==> src/rtl/exec_seq_ctrl_pkg.sv <==
// rtl/exec_seq_ctrl_pkg.sv - shared widths, opcodes and FSM encoding for the execution sequencer
// Contents: OPR_W/DLY_W widths, DLY_WAIT sentinel, decoder opcode constants,
//           2-bit sequencer state type, opr_known() helper.
package exec_seq_ctrl_pkg;

    localparam int OPR_W = 5;
    localparam int DLY_W = 8;

    // Delay value meaning "wait for alu_done" instead of a fixed count.
    localparam logic [DLY_W-1:0] DLY_WAIT = 8'd255;

    localparam logic [OPR_W-1:0] OPR_NOP = 5'd0;
    localparam logic [OPR_W-1:0] OPR_ADD = 5'd1;
    localparam logic [OPR_W-1:0] OPR_SUB = 5'd2;
    localparam logic [OPR_W-1:0] OPR_MOV = 5'd3;
    localparam logic [OPR_W-1:0] OPR_MUL = 5'd4;
    localparam logic [OPR_W-1:0] JMP_OPR = 5'd16;
    localparam logic [OPR_W-1:0] JRE_OPR = 5'd17;

    typedef enum logic [1:0] {
        ST_IDLE  = 2'd0,
        ST_ISSUE = 2'd1,
        ST_WAIT  = 2'd2,
        ST_WB    = 2'd3
    } seq_state_t;

    // Opcodes the decoder actually produces; anything else without a delay is a NOP.
    function automatic logic opr_known(input logic [OPR_W-1:0] opr);
        return opr inside {OPR_ADD, OPR_SUB, OPR_MOV, OPR_MUL, JMP_OPR, JRE_OPR};
    endfunction

endpackage

==> src/rtl/exec_seq_ctrl_if.sv <==
// rtl/exec_seq_ctrl_if.sv - decoder/ALU/PC handshake bundle for the execution sequencer
// master: decoder/datapath side (drives dec_*, alu_done, jre_taken, flush, err_clr)
// slave : sequencer side (drives dec_rdy, ex_start, alu_start, busy, wb_en, pc_inc, pc_load, err)
interface exec_seq_ctrl_if
    import exec_seq_ctrl_pkg::*;
();
    logic             dec_vld;
    logic             dec_rdy;
    logic [OPR_W-1:0] dec_opr;
    logic             dec_alu_sel;
    logic             dec_dly_sel;
    logic [DLY_W-1:0] dec_dly;
    logic             alu_done;
    logic             jre_taken;
    logic             flush;
    logic             err_clr;
    logic             ex_start;
    logic             alu_start;
    logic             busy;
    logic             wb_en;
    logic             pc_inc;
    logic             pc_load;
    logic             err;

    modport master (
        output dec_vld, dec_opr, dec_alu_sel, dec_dly_sel, dec_dly,
               alu_done, jre_taken, flush, err_clr,
        input  dec_rdy, ex_start, alu_start, busy, wb_en, pc_inc, pc_load, err
    );

    modport slave (
        input  dec_vld, dec_opr, dec_alu_sel, dec_dly_sel, dec_dly,
               alu_done, jre_taken, flush, err_clr,
        output dec_rdy, ex_start, alu_start, busy, wb_en, pc_inc, pc_load, err
    );
endinterface

==> src/rtl/exec_seq_ctrl_delay_cnt.sv <==
// rtl/exec_seq_ctrl_delay_cnt.sv - loadable delay down-counter with sentinel wait-for-done and timeout
// Ports: clk, rst (sync active-high), load (ISSUE cycle), run (WAIT cycles), dly (count to load),
//        alu_done (completion pulse), expire (leave WAIT next edge), timeout (sentinel wait gave up).
module seq_delay_cnt
    import exec_seq_ctrl_pkg::*;
#(
    parameter int TIMEOUT = 4095
) (
    input  logic             clk,
    input  logic             rst,
    input  logic             load,
    input  logic             run,
    input  logic [DLY_W-1:0] dly,
    input  logic             alu_done,
    output logic             expire,
    output logic             timeout
);
    localparam int TW = $clog2(TIMEOUT + 1);

    logic [DLY_W-1:0] cnt;
    logic [TW-1:0]    tcnt;
    logic             sentinel;
    logic             done_seen;
    logic             done_any;

    always_ff @(posedge clk) begin
        if (rst) begin
            cnt       <= '0;
            tcnt      <= '0;
            sentinel  <= 1'b0;
            done_seen <= 1'b0;
        end else if (load) begin
            cnt       <= dly;
            tcnt      <= '0;
            sentinel  <= (dly == DLY_WAIT);
            // A completion that races the ISSUE cycle must not be lost.
            done_seen <= alu_done;
        end else if (run) begin
            if (sentinel) begin
                tcnt      <= tcnt + 1'b1;
                done_seen <= done_seen | alu_done;
            end else begin
                cnt <= cnt - 1'b1;
            end
        end
    end

    always_comb begin
        done_any = done_seen | alu_done;
        expire   = run & (sentinel ? done_any : (cnt == 8'd1));
        // Completion wins over a timeout landing in the same cycle.
        timeout  = run & sentinel & ~done_any & (tcnt == TW'(TIMEOUT - 1));
    end
endmodule

==> src/rtl/exec_seq_ctrl.sv <==
// rtl/exec_seq_ctrl.sv - execution sequencer: issue, per-instruction latency, write-back/PC strobes
// Ports: clk, rst (sync active-high), bus (exec_seq_ctrl_if.slave: decoder handshake,
//        ALU completion, jump condition, flush/err_clr in; start, write-back, PC and err out).
module exec_seq_ctrl
    import exec_seq_ctrl_pkg::*;
#(
    parameter int TIMEOUT = 4095
) (
    input  logic           clk,
    input  logic           rst,
    exec_seq_ctrl_if.slave bus
);
    seq_state_t       state;
    logic [OPR_W-1:0] opr_q;
    logic [DLY_W-1:0] dly_q;
    logic             nop_q;

    logic dec_rdy_q, busy_q, ex_start_q, alu_start_q;
    logic wb_en_q, pc_inc_q, pc_load_q, err_q;

    logic expire, timeout;
    logic is_jmp, is_jre, wb_load_c, wb_inc_c, wb_wen_c;

    seq_delay_cnt #(.TIMEOUT(TIMEOUT)) u_delay_cnt (
        .clk      (clk),
        .rst      (rst),
        .load     (state == ST_ISSUE),
        .run      (state == ST_WAIT),
        .dly      (dly_q),
        .alu_done (bus.alu_done),
        .expire   (expire),
        .timeout  (timeout)
    );

    // Strobe values for the WB cycle, registered on the edge that enters WB.
    always_comb begin
        is_jmp    = (opr_q == JMP_OPR);
        is_jre    = (opr_q == JRE_OPR);
        wb_load_c = is_jmp | (is_jre & bus.jre_taken);
        wb_inc_c  = is_jre ? ~bus.jre_taken : ~is_jmp;
        wb_wen_c  = ~is_jmp & ~is_jre & ~nop_q;
    end

    always_ff @(posedge clk) begin
        if (rst) begin
            state       <= ST_IDLE;
            opr_q       <= '0;
            dly_q       <= '0;
            nop_q       <= 1'b0;
            dec_rdy_q   <= 1'b1;
            busy_q      <= 1'b0;
            ex_start_q  <= 1'b0;
            alu_start_q <= 1'b0;
            wb_en_q     <= 1'b0;
            pc_inc_q    <= 1'b0;
            pc_load_q   <= 1'b0;
            err_q       <= 1'b0;
        end else begin
            ex_start_q  <= 1'b0;
            alu_start_q <= 1'b0;
            wb_en_q     <= 1'b0;
            pc_inc_q    <= 1'b0;
            pc_load_q   <= 1'b0;
            if (bus.err_clr) err_q <= 1'b0;

            case (state)
                ST_IDLE: begin
                    if (bus.dec_vld) begin
                        opr_q       <= bus.dec_opr;
                        dly_q       <= bus.dec_dly_sel ? bus.dec_dly : '0;
                        nop_q       <= (bus.dec_opr == OPR_NOP) |
                                       (~opr_known(bus.dec_opr) & ~bus.dec_dly_sel);
                        ex_start_q  <= 1'b1;
                        alu_start_q <= bus.dec_alu_sel;
                        dec_rdy_q   <= 1'b0;
                        busy_q      <= 1'b1;
                        state       <= ST_ISSUE;
                    end
                end
                ST_ISSUE: begin
                    if (bus.flush) begin
                        state     <= ST_IDLE;
                        dec_rdy_q <= 1'b1;
                        busy_q    <= 1'b0;
                    end else if (dly_q == '0) begin
                        wb_en_q   <= wb_wen_c;
                        pc_inc_q  <= wb_inc_c;
                        pc_load_q <= wb_load_c;
                        state     <= ST_WB;
                    end else begin
                        state <= ST_WAIT;
                    end
                end
                ST_WAIT: begin
                    if (bus.flush) begin
                        state     <= ST_IDLE;
                        dec_rdy_q <= 1'b1;
                        busy_q    <= 1'b0;
                    end else if (timeout | expire) begin
                        // A timed-out result is garbage: advance the PC but never write it.
                        if (timeout) err_q <= 1'b1;
                        wb_en_q   <= wb_wen_c & ~timeout;
                        pc_inc_q  <= wb_inc_c;
                        pc_load_q <= wb_load_c;
                        state     <= ST_WB;
                    end
                end
                default: begin
                    state     <= ST_IDLE;
                    dec_rdy_q <= 1'b1;
                    busy_q    <= 1'b0;
                end
            endcase
        end
    end

    assign bus.dec_rdy   = dec_rdy_q;
    assign bus.busy      = busy_q;
    assign bus.ex_start  = ex_start_q;
    assign bus.alu_start = alu_start_q;
    assign bus.wb_en     = wb_en_q;
    assign bus.pc_inc    = pc_inc_q;
    assign bus.pc_load   = pc_load_q;
    assign bus.err       = err_q;
endmodule

==> src/flat_wrapper.sv <==
// flat-port wrapper written by rule: the top's interface ports become plain ports
module exec_seq_ctrl_flat import exec_seq_ctrl_pkg::*;
#(
    parameter int TIMEOUT = 4095
)
  (clk, rst, bus_dec_vld, bus_dec_opr, bus_dec_alu_sel, bus_dec_dly_sel, bus_dec_dly, bus_alu_done, bus_jre_taken, bus_flush, bus_err_clr, bus_dec_rdy, bus_ex_start, bus_alu_start, bus_busy, bus_wb_en, bus_pc_inc, bus_pc_load, bus_err);
  exec_seq_ctrl_if bus_i ();
  input  logic clk;
  input  logic rst;
  input wire logic [$bits(bus_i.dec_vld)-1:0] bus_dec_vld;
  input wire logic [$bits(bus_i.dec_opr)-1:0] bus_dec_opr;
  input wire logic [$bits(bus_i.dec_alu_sel)-1:0] bus_dec_alu_sel;
  input wire logic [$bits(bus_i.dec_dly_sel)-1:0] bus_dec_dly_sel;
  input wire logic [$bits(bus_i.dec_dly)-1:0] bus_dec_dly;
  input wire logic [$bits(bus_i.alu_done)-1:0] bus_alu_done;
  input wire logic [$bits(bus_i.jre_taken)-1:0] bus_jre_taken;
  input wire logic [$bits(bus_i.flush)-1:0] bus_flush;
  input wire logic [$bits(bus_i.err_clr)-1:0] bus_err_clr;
  output wire logic [$bits(bus_i.dec_rdy)-1:0] bus_dec_rdy;
  output wire logic [$bits(bus_i.ex_start)-1:0] bus_ex_start;
  output wire logic [$bits(bus_i.alu_start)-1:0] bus_alu_start;
  output wire logic [$bits(bus_i.busy)-1:0] bus_busy;
  output wire logic [$bits(bus_i.wb_en)-1:0] bus_wb_en;
  output wire logic [$bits(bus_i.pc_inc)-1:0] bus_pc_inc;
  output wire logic [$bits(bus_i.pc_load)-1:0] bus_pc_load;
  output wire logic [$bits(bus_i.err)-1:0] bus_err;
  assign bus_i.dec_vld = bus_dec_vld;
  assign bus_i.dec_opr = bus_dec_opr;
  assign bus_i.dec_alu_sel = bus_dec_alu_sel;
  assign bus_i.dec_dly_sel = bus_dec_dly_sel;
  assign bus_i.dec_dly = bus_dec_dly;
  assign bus_i.alu_done = bus_alu_done;
  assign bus_i.jre_taken = bus_jre_taken;
  assign bus_i.flush = bus_flush;
  assign bus_i.err_clr = bus_err_clr;
  assign bus_dec_rdy = bus_i.dec_rdy;
  assign bus_ex_start = bus_i.ex_start;
  assign bus_alu_start = bus_i.alu_start;
  assign bus_busy = bus_i.busy;
  assign bus_wb_en = bus_i.wb_en;
  assign bus_pc_inc = bus_i.pc_inc;
  assign bus_pc_load = bus_i.pc_load;
  assign bus_err = bus_i.err;
  exec_seq_ctrl #(.TIMEOUT(TIMEOUT)) u_core (.clk(clk), .rst(rst), .bus(bus_i));
endmodule
==> config.mk <==
export PLATFORM = sky130hd
export DESIGN_NAME = exec_seq_ctrl_flat
export DESIGN_NICKNAME = d
export VERILOG_FILES = /design/src/rtl/exec_seq_ctrl_pkg.sv /design/src/rtl/exec_seq_ctrl_if.sv /design/src/rtl/exec_seq_ctrl_delay_cnt.sv /design/src/rtl/exec_seq_ctrl.sv /design/src/flat_wrapper.sv
export SDC_FILE = /design/constraint.sdc
export NUM_CORES = 1
export LEC_CHECK = 0
export ABC_AREA = 1
export CAP_MARGIN = 20
export CELL_PAD_IN_SITES_DETAIL_PLACEMENT = 2
export CELL_PAD_IN_SITES_GLOBAL_PLACEMENT = 2
export CORE_MARGIN = 2
export CORE_UTILIZATION = 33
export DETAILED_ROUTE_END_ITERATION = 16
export GPL_ROUTABILITY_DRIVEN = 1
export GPL_TIMING_DRIVEN = 0
export PLACE_DENSITY = 0.83
export SLEW_MARGIN = 25
export SYNTH_ARGS = -nofsm -noshare
export SYNTH_HDL_FRONTEND = slang
export SYNTH_SLANG_ARGS = --single-unit
export TNS_END_PERCENT = 5
==> constraint.sdc <==
create_clock -name clk -period 2.85 [get_ports clk]
set_clock_uncertainty 0.15 [all_clocks]
set_input_delay 0.855 -clock clk [delete_from_list [all_inputs] [get_ports clk]]
set_output_delay 0.855 -clock clk [all_outputs]
set_load 0.02 [all_outputs]
==> impl_metrics.yaml, run 1 <==
place:
  gp_congestion: 0.742
  place_hpwl_um: 5790
  io_buffers: 27
synth:
  ys_warn_count: 0
  ys_seq_area_share_pct: 39.3
  ys.flop_type: "dfxtp_1"
  ys_types: 35
  synthMuxAreaShare_pct: 0
  synth_top_area_share_pct: 39.3
  syn_inst: 334
  synth_top_area_cell: "dfxtp_1"
  synthTopCellsByCount: "nand2_1 (62), dfxtp_1 (46), inv_1 (44)"
  synth_xor_area_share_pct: 0.374
  synth_area_um2: 2340
  synth-simple-area-share_pct: 31.6
  synthArstFlopShare_pct: 0
  synth.avg_cell_area_um2: 7.01
  synth.most_common_cell: "nand2_1"
  synth_compound_area_share_pct: 15.9
  synthesis.nets: 364
  ys_ff_latch: 46
  synth_top_family_by_area: "simple AND/OR/NAND/NOR gates"
  synth_adder_area_share_pct: 4.27
  synthTopCellsByArea: "dfxtp_1 (39%), nand2_1 (9.9%), inv_1 (7.1%)"
  synth_edf_count: 0
clock_tree:
  cts-root-buf: "clkbuf_8"
  post_cts_buffers: 0
  clock_path_buffers: 2
  cts_made_buffers: 5
  cts_tree: "yes"
  postCtsResizedCells: 0
  cts.sinks: 46
  htreeDepth: 2
  clkLatencyLatePin_ps: 310
  clk_pin_slew_ps: 90
  postCtsHoldBufs: 0
worst_setup_path:
  required_ps: 1850
  path_max_fanout: 2
  endpoint_kind: "output pin"
  ff2ff_setup_slack_ps: 870
  cp_slowest_stage_delay_ps: 620
  reg2reg_to: "u_core.u_delay_cnt.tcnt[2]"
  crit_slowest_cell: "clkdlybuf4s50_1"
  arrival_ps: 1280
  crit_buf_inv: 1
  path_cells: "clkdlybuf4s50_1"
  worstRegToRegCells: 5
  critical_path.top_delay_family: "buffers and inverters"
  r2r_start: "u_core.state[1]"
  path_class: "register to output pin"
  critPathLaunchType: "register"
grt:
  use_met1_pct: 24.4
  grt_overflow: 0
  antenna_found_initial: 0
  grt-busiest-layer: "met2"
  grt_pass1_wl_um: 12300
  track_usage_pct: 20.6
  grt_use_met3_pct: 3.45
  grt_max_degree: 16
  grt_pass1_vias: 2558
  grtUsageMet2_pct: 38.2
power:
  ir_worst_vdd_v: 0.000347
  power.leakage_nw: 1.16
  power_density_nw_per_um2: 877
sta:
  finalHoldViolCount: 0
  fin_crit_ps: 2280
  hold-worst-slack_ps: 334
  fmax_mhz: 438
  rsz0062_at_grt: "false"
  period_share_pct: 80.1
  maxSlewHeadroom_pct: 58.0
  drv_slew: 0
  fin_setup_tns_ps: 0
  finalSetupViolCount: 0
  tightest_slew_ps: 627
route:
  drt_wl_total_um: 7480
  vias: 2362
  wire_per_inst_um: 16.1
  drt-vias-per-instance: 5.08
  ant_nets: 0
  drt_iter0_drc: 47
  drc: 0
  dr.pass1.iters: 4
floorplanning:
  io_pins: 30
  die_h_um: 88.2
  placementRows: 30
  core_um2: 6830
  die-width_um: 88.2
  die_area_um2: 7790
  initial_core_util_pct: 34.3
hold_path:
  hold_class: "register to register"
  whs_path_depth: 2
  holdCritStartpoint: "u_core.bus.err"
  hold_path_end: "u_core.bus.err"
run:
  cap_violations: 0
layout:
  area_growth_pct: 22.5
  diodes: 0
  drive_above_1_share_pct: 6.50
  finalNetCount: 398
status:
  status: "finished clean"
state kept, by name, indices dropped and copies added, names as in the netlist:
register                      cells
u_core.opr_q                      5
u_core.nop_q                      1
u_core.u_delay_cnt.tcnt          12
u_core.dly_q                      8
u_core.bus.err                    1
u_core.bus.busy                   1
u_core.bus.dec_rdy                1
u_core.bus.pc_load                1
u_core.state                      2
u_core.bus.alu_start              1
u_core.u_delay_cnt.cnt            8
u_core.bus.ex_start               1
u_core.bus.pc_inc                 1
u_core.u_delay_cnt.done_seen      1
u_core.bus.wb_en                  1
u_core.u_delay_cnt.sentinel       1
power by group:
group	switching [W]	internal, W	total, W
Clock	0.000249	0.000352	0.000601
Combinational	0.000707	0.000355	0.00106
Sequential	0.0000901	0.000765	0.000856
Total	0.00105	0.00147	0.00252
kinds of logic after synthesis:
logic type      count (synthesis)
buf+inv                        53
compound gates                 68
fa+ha+maj                       8
simple gates                  158
xor+xnor                        1
flops                          46
placed cells by master (no fill, tap or decap), drive strengths merged:
cell type       n
o21ai          24
nor3            6
nand3b          2
o211ai          2
clkinv          2
o31ai           5
o2111ai         1
nor3b           2
buf             2
xor2            1
bufinv          2
dfxtp          46
or2             1
inv            46
a21o            1
clkdlybuf4s50  27
nand2          66
a31oi           3
a21oi          30
nand4          10
ha              8
nand3          27
o21bai          1
o22ai           1
nor2           43
clkbuf          9
nor4            1
routing by layer:
metal / wire length, um / vias up / part of all wire, %
met1: 3280 / 1156 / 44
met3: 157 / 7 / 2.1
met2: 3940 / 25 / 53
li1: - / 1174 / -
met4: 102 / 0 / 1.4
met5: 0 / - / 0
final cells by class:
cell class / instances / area [um^2]
plain buffers: 6 / 23.8
clock buffers: 5 / 68.8
clock inverters: 3 / 68.8
fillers: 822 / 3960
inverters: 47 / 176
multi-input cells: 235 / 1220
flip-flops and latches: 46 / 921
well taps: 96 / 120
repair buffers: 27 / 270
metrics by stage:
step                      std cells  utilization [%]  power, W  area [um^2]  setup slack [ps]
after global placement          457             40.0   0.00186         2730               452
after floorplan                 334                -   0.00157         2340              1020
after CTS                       465             42.0   0.00254         2870               560
after global routing            465             42.0   0.00272         2870               529
after detailed placement        457             40.0   0.00192         2730               398
final                           465             42.0   0.00252         2870               568
worst max path at each step:
stage / startpoint / endpoint / slack [ps] / cells after the start
global placement: bus_alu_done / u_core.state[1] / 450 / 7
global route: u_core.bus.busy / bus_busy / 530 / 1
floorplan: rst / u_core.u_delay_cnt.tcnt[2] / 1020 / 4
CTS: u_core.bus.busy / bus_busy / 560 / 1
detailed placement: bus_dec_vld / u_core.nop_q / 400 / 5
finish: u_core.bus.err / bus_err / 570 / 1
(Power assumes the default switching activity.)
==> inputs of run 2 (changes only) <==
--- a/config.mk
+++ b/config.mk
@@ -10,11 +10,11 @@
 export CELL_PAD_IN_SITES_DETAIL_PLACEMENT = 2
 export CELL_PAD_IN_SITES_GLOBAL_PLACEMENT = 2
 export CORE_MARGIN = 2
-export CORE_UTILIZATION = 33
+export CORE_UTILIZATION = 28
 export DETAILED_ROUTE_END_ITERATION = 16
 export GPL_ROUTABILITY_DRIVEN = 1
 export GPL_TIMING_DRIVEN = 0
-export PLACE_DENSITY = 0.83
+export PLACE_DENSITY = 0.75
 export SLEW_MARGIN = 25
 export SYNTH_ARGS = -nofsm -noshare
 export SYNTH_HDL_FRONTEND = slang
==> constraint.sdc (replaced) <==
create_clock -name clk -period 1.84 [get_ports clk]
set_clock_uncertainty 0.15 [all_clocks]
set_input_delay 0.552 -clock clk [delete_from_list [all_inputs] [get_ports clk]]
set_output_delay 0.552 -clock clk [all_outputs]
set_load 0.02 [all_outputs]
==> impl_metrics.yaml, run 2 (synthesis gave the netlist of run 1 again) <==
run:
  cap_violations: 0
clock_tree:
  postCtsHoldBufs: 0
  cts_tree: "yes"
  clk_pin_slew_ps: 90
  htreeDepth: 2
  cts_made_buffers: 5
  cts.sinks: 46
  cts-root-buf: "clkbuf_8"
  clkLatencyLatePin_ps: 320
  clock_path_buffers: 2
worst_setup_path:
  arrival_ps: 1840
  path_cells: "inv_2 > ha_4 > nand2_8 > nor3_4 > nand2_2 > nor2_4 > nand2_2 > o21ai_1 > a21oi_1"
  crit_cells: 9
  path_class: "register to register"
  required_ps: 1890
  r2r_start: "u_core.state[0]"
  crit_start: "u_core.state[0]"
  crit_buf_inv: 1
  path_max_fanout: 9
  critical_path.top_delay_family: "simple AND/OR/NAND/NOR gates"
  worstRegToRegCells: 9
  critPathLaunchType: "register"
  endpoint_kind: "register"
  crit_slowest_cell: "dfxtp_2"
  cp_common_cell: "nand2_2"
  cp_slowest_stage_delay_ps: 360
hold_path:
  hold_class: "register to register"
  whs_path_depth: 2
  holdCritStartpoint: "u_core.bus.busy"
route:
  wire_per_inst_um: 15.1
  drt-vias-per-instance: 4.89
  drt_wl_total_um: 7160
  drc: 0
  dr.pass1.iters: 4
  drt_iter0_drc: 42
  ant_nets: 0
  vias: 2320
sta:
  finalHoldViolCount: 0
  tightest_slew_ps: 579
  fin_setup_tns_ps: 0
  period_share_pct: 97.1
  setup_ws_ps: 53.5
  fmax_mhz: 560
  drv_slew: 0
  fin_crit_ps: 1790
  finalSetupViolCount: 0
  hold-worst-slack_ps: 316
  rsz0062_at_grt: "true"
  maxSlewHeadroom_pct: 61.4
status:
  status: "finished clean"
layout:
  final_common_cell: "nand2_1"
  most-common-layout-cells: "nand2_1 (59), dfxtp_1 (44), inv_1 (43)"
  diodes: 0
  finalNetCount: 398
  fill_cells: 971
  drive_above_1_share_pct: 11.4
  reg.largest.list: "u_core.u_delay_cnt.tcnt: 12 flops, u_core.dly_q: 8 flops, u_core.u_delay_cnt.cnt: 8 flops"
  area_growth_pct: 24.6
  regMostFlops: "u_core.u_delay_cnt.tcnt"
  largest_reg_flops: 12
  instances_no_fill: 474
floorplanning:
  io_pins: 30
  placementRows: 33
  die-width_um: 95.5
  die_area_um2: 9110
  core_um2: 8180
  initial_core_util_pct: 28.7
  die_h_um: 95.5
grt:
  antenna_found_initial: 0
  grt_max_degree: 16
  track_usage_pct: 16.9
  grt_pass1_wl_um: 12000
  grt_pass1_vias: 2492
  grt_overflow: 0
power:
  seqPwrFrac_pct: 35.0
  power_density_nw_per_um2: 1310
  switching_share_pct: 42.8
  power.internal_w: 0.00218
  power_switching_w: 0.00163
  clock_power_share_pct: 20.7
  ir_worst_vdd_v: 0.000367
  power.leakage_nw: 1.17
  pwr-share-comb_pct: 44.3
place:
  place_hpwl_um: 5580
  gp_congestion: 0.748
  io_buffers: 27
  dp_cells: 466
  post-place-ws_ps: -368
[run 2: stage by stage]
| step | area (um^2) | utilization [%] | total power (W) |
|---|---|---|---|
| 6_report | 2920 | 35.7 | 0.00381 |
| 5_1_grt | 2920 | 35.7 | 0.00418 |
| 4_1_cts | 2870 | 35.1 | 0.00377 |
| 3_5_place_dp | 2740 | 33.6 | 0.00296 |
| 3_3_place_gp | 2740 | 33.6 | 0.00288 |
| 2_1_floorplan | 2340 | - | 0.00243 |
[run 2: path summary, 6_finish.rpt]
kind | to | slack, ps
worst min register to register | u_core.bus.busy | 320
worst max-delay path | u_core.u_delay_cnt.tcnt[6] | 50
worst max register to register | u_core.u_delay_cnt.tcnt[6] | 50
worst min-delay path | u_core.bus.busy | 320
[run 2: layout make-up]
type	count	area (um^2)	area share, %
buffer	6	26.3	0.900
clock buffer	5	68.8	2.36
clock inverter	3	45.0	1.54
inverter	47	185	6.34
multi-input combinational	235	1280	43.8
sequential	46	923	31.6
tap	105	131	4.50
timing repair buffer	27	260	8.92
[run 2: per-layer routing]
| layer | up-vias | global-route usage, % | part of all wire [%] |
|---|---|---|---|
| met2 | 23 | 29.9 | 49 |
| met5 | - | 0 | 0 |
| met3 | 9 | 2.69 | 2.1 |
| met4 | 0 | 4.40 | 1.8 |
| met1 | 1122 | 21.3 | 47 |
| li1 | 1166 | - | - |
[run 2: timing repair]
item                                   4_1_cts  5_1_grt
setup endpoints to repair                   30       27
setup buffers                                0        0
resized for setup                           15       20
pin swaps                                    0        2
endpoints found under the hold margin        0        0
[run 2: worst reg2reg max path, delay by kind of cell (launching register included)]
kind / cells / cell delay [ps]
compound gates: 2 / 180
fa+ha+maj: 1 / 190
buf+inv: 1 / 90
flops: 1 / 360
simple gates: 5 / 690
[run 2: power by group through the flow]
stage	combinational, W	sequential [W]	clock, W
2_1_floorplan	0.00108	0.00134	0
3_3_place_gp	0.00155	0.00133	0
3_5_place_dp	0.00161	0.00135	0
4_1_cts	0.00162	0.00133	0.000825
5_1_grt	0.00195	0.00136	0.000867
6_report	0.00169	0.00133	0.000788
==> inputs of run 3 (changes only) <==
--- a/config.mk
+++ b/config.mk
@@ -11,6 +11,7 @@
 export CELL_PAD_IN_SITES_GLOBAL_PLACEMENT = 2
 export CORE_MARGIN = 2
 export CORE_UTILIZATION = 28
+export CTS_CLUSTER_DIAMETER = 50
 export DETAILED_ROUTE_END_ITERATION = 16
 export GPL_ROUTABILITY_DRIVEN = 1
 export GPL_TIMING_DRIVEN = 0
==> results of run 3 <==
No change in the layout: final DEF, timing and power equal those of run 2.
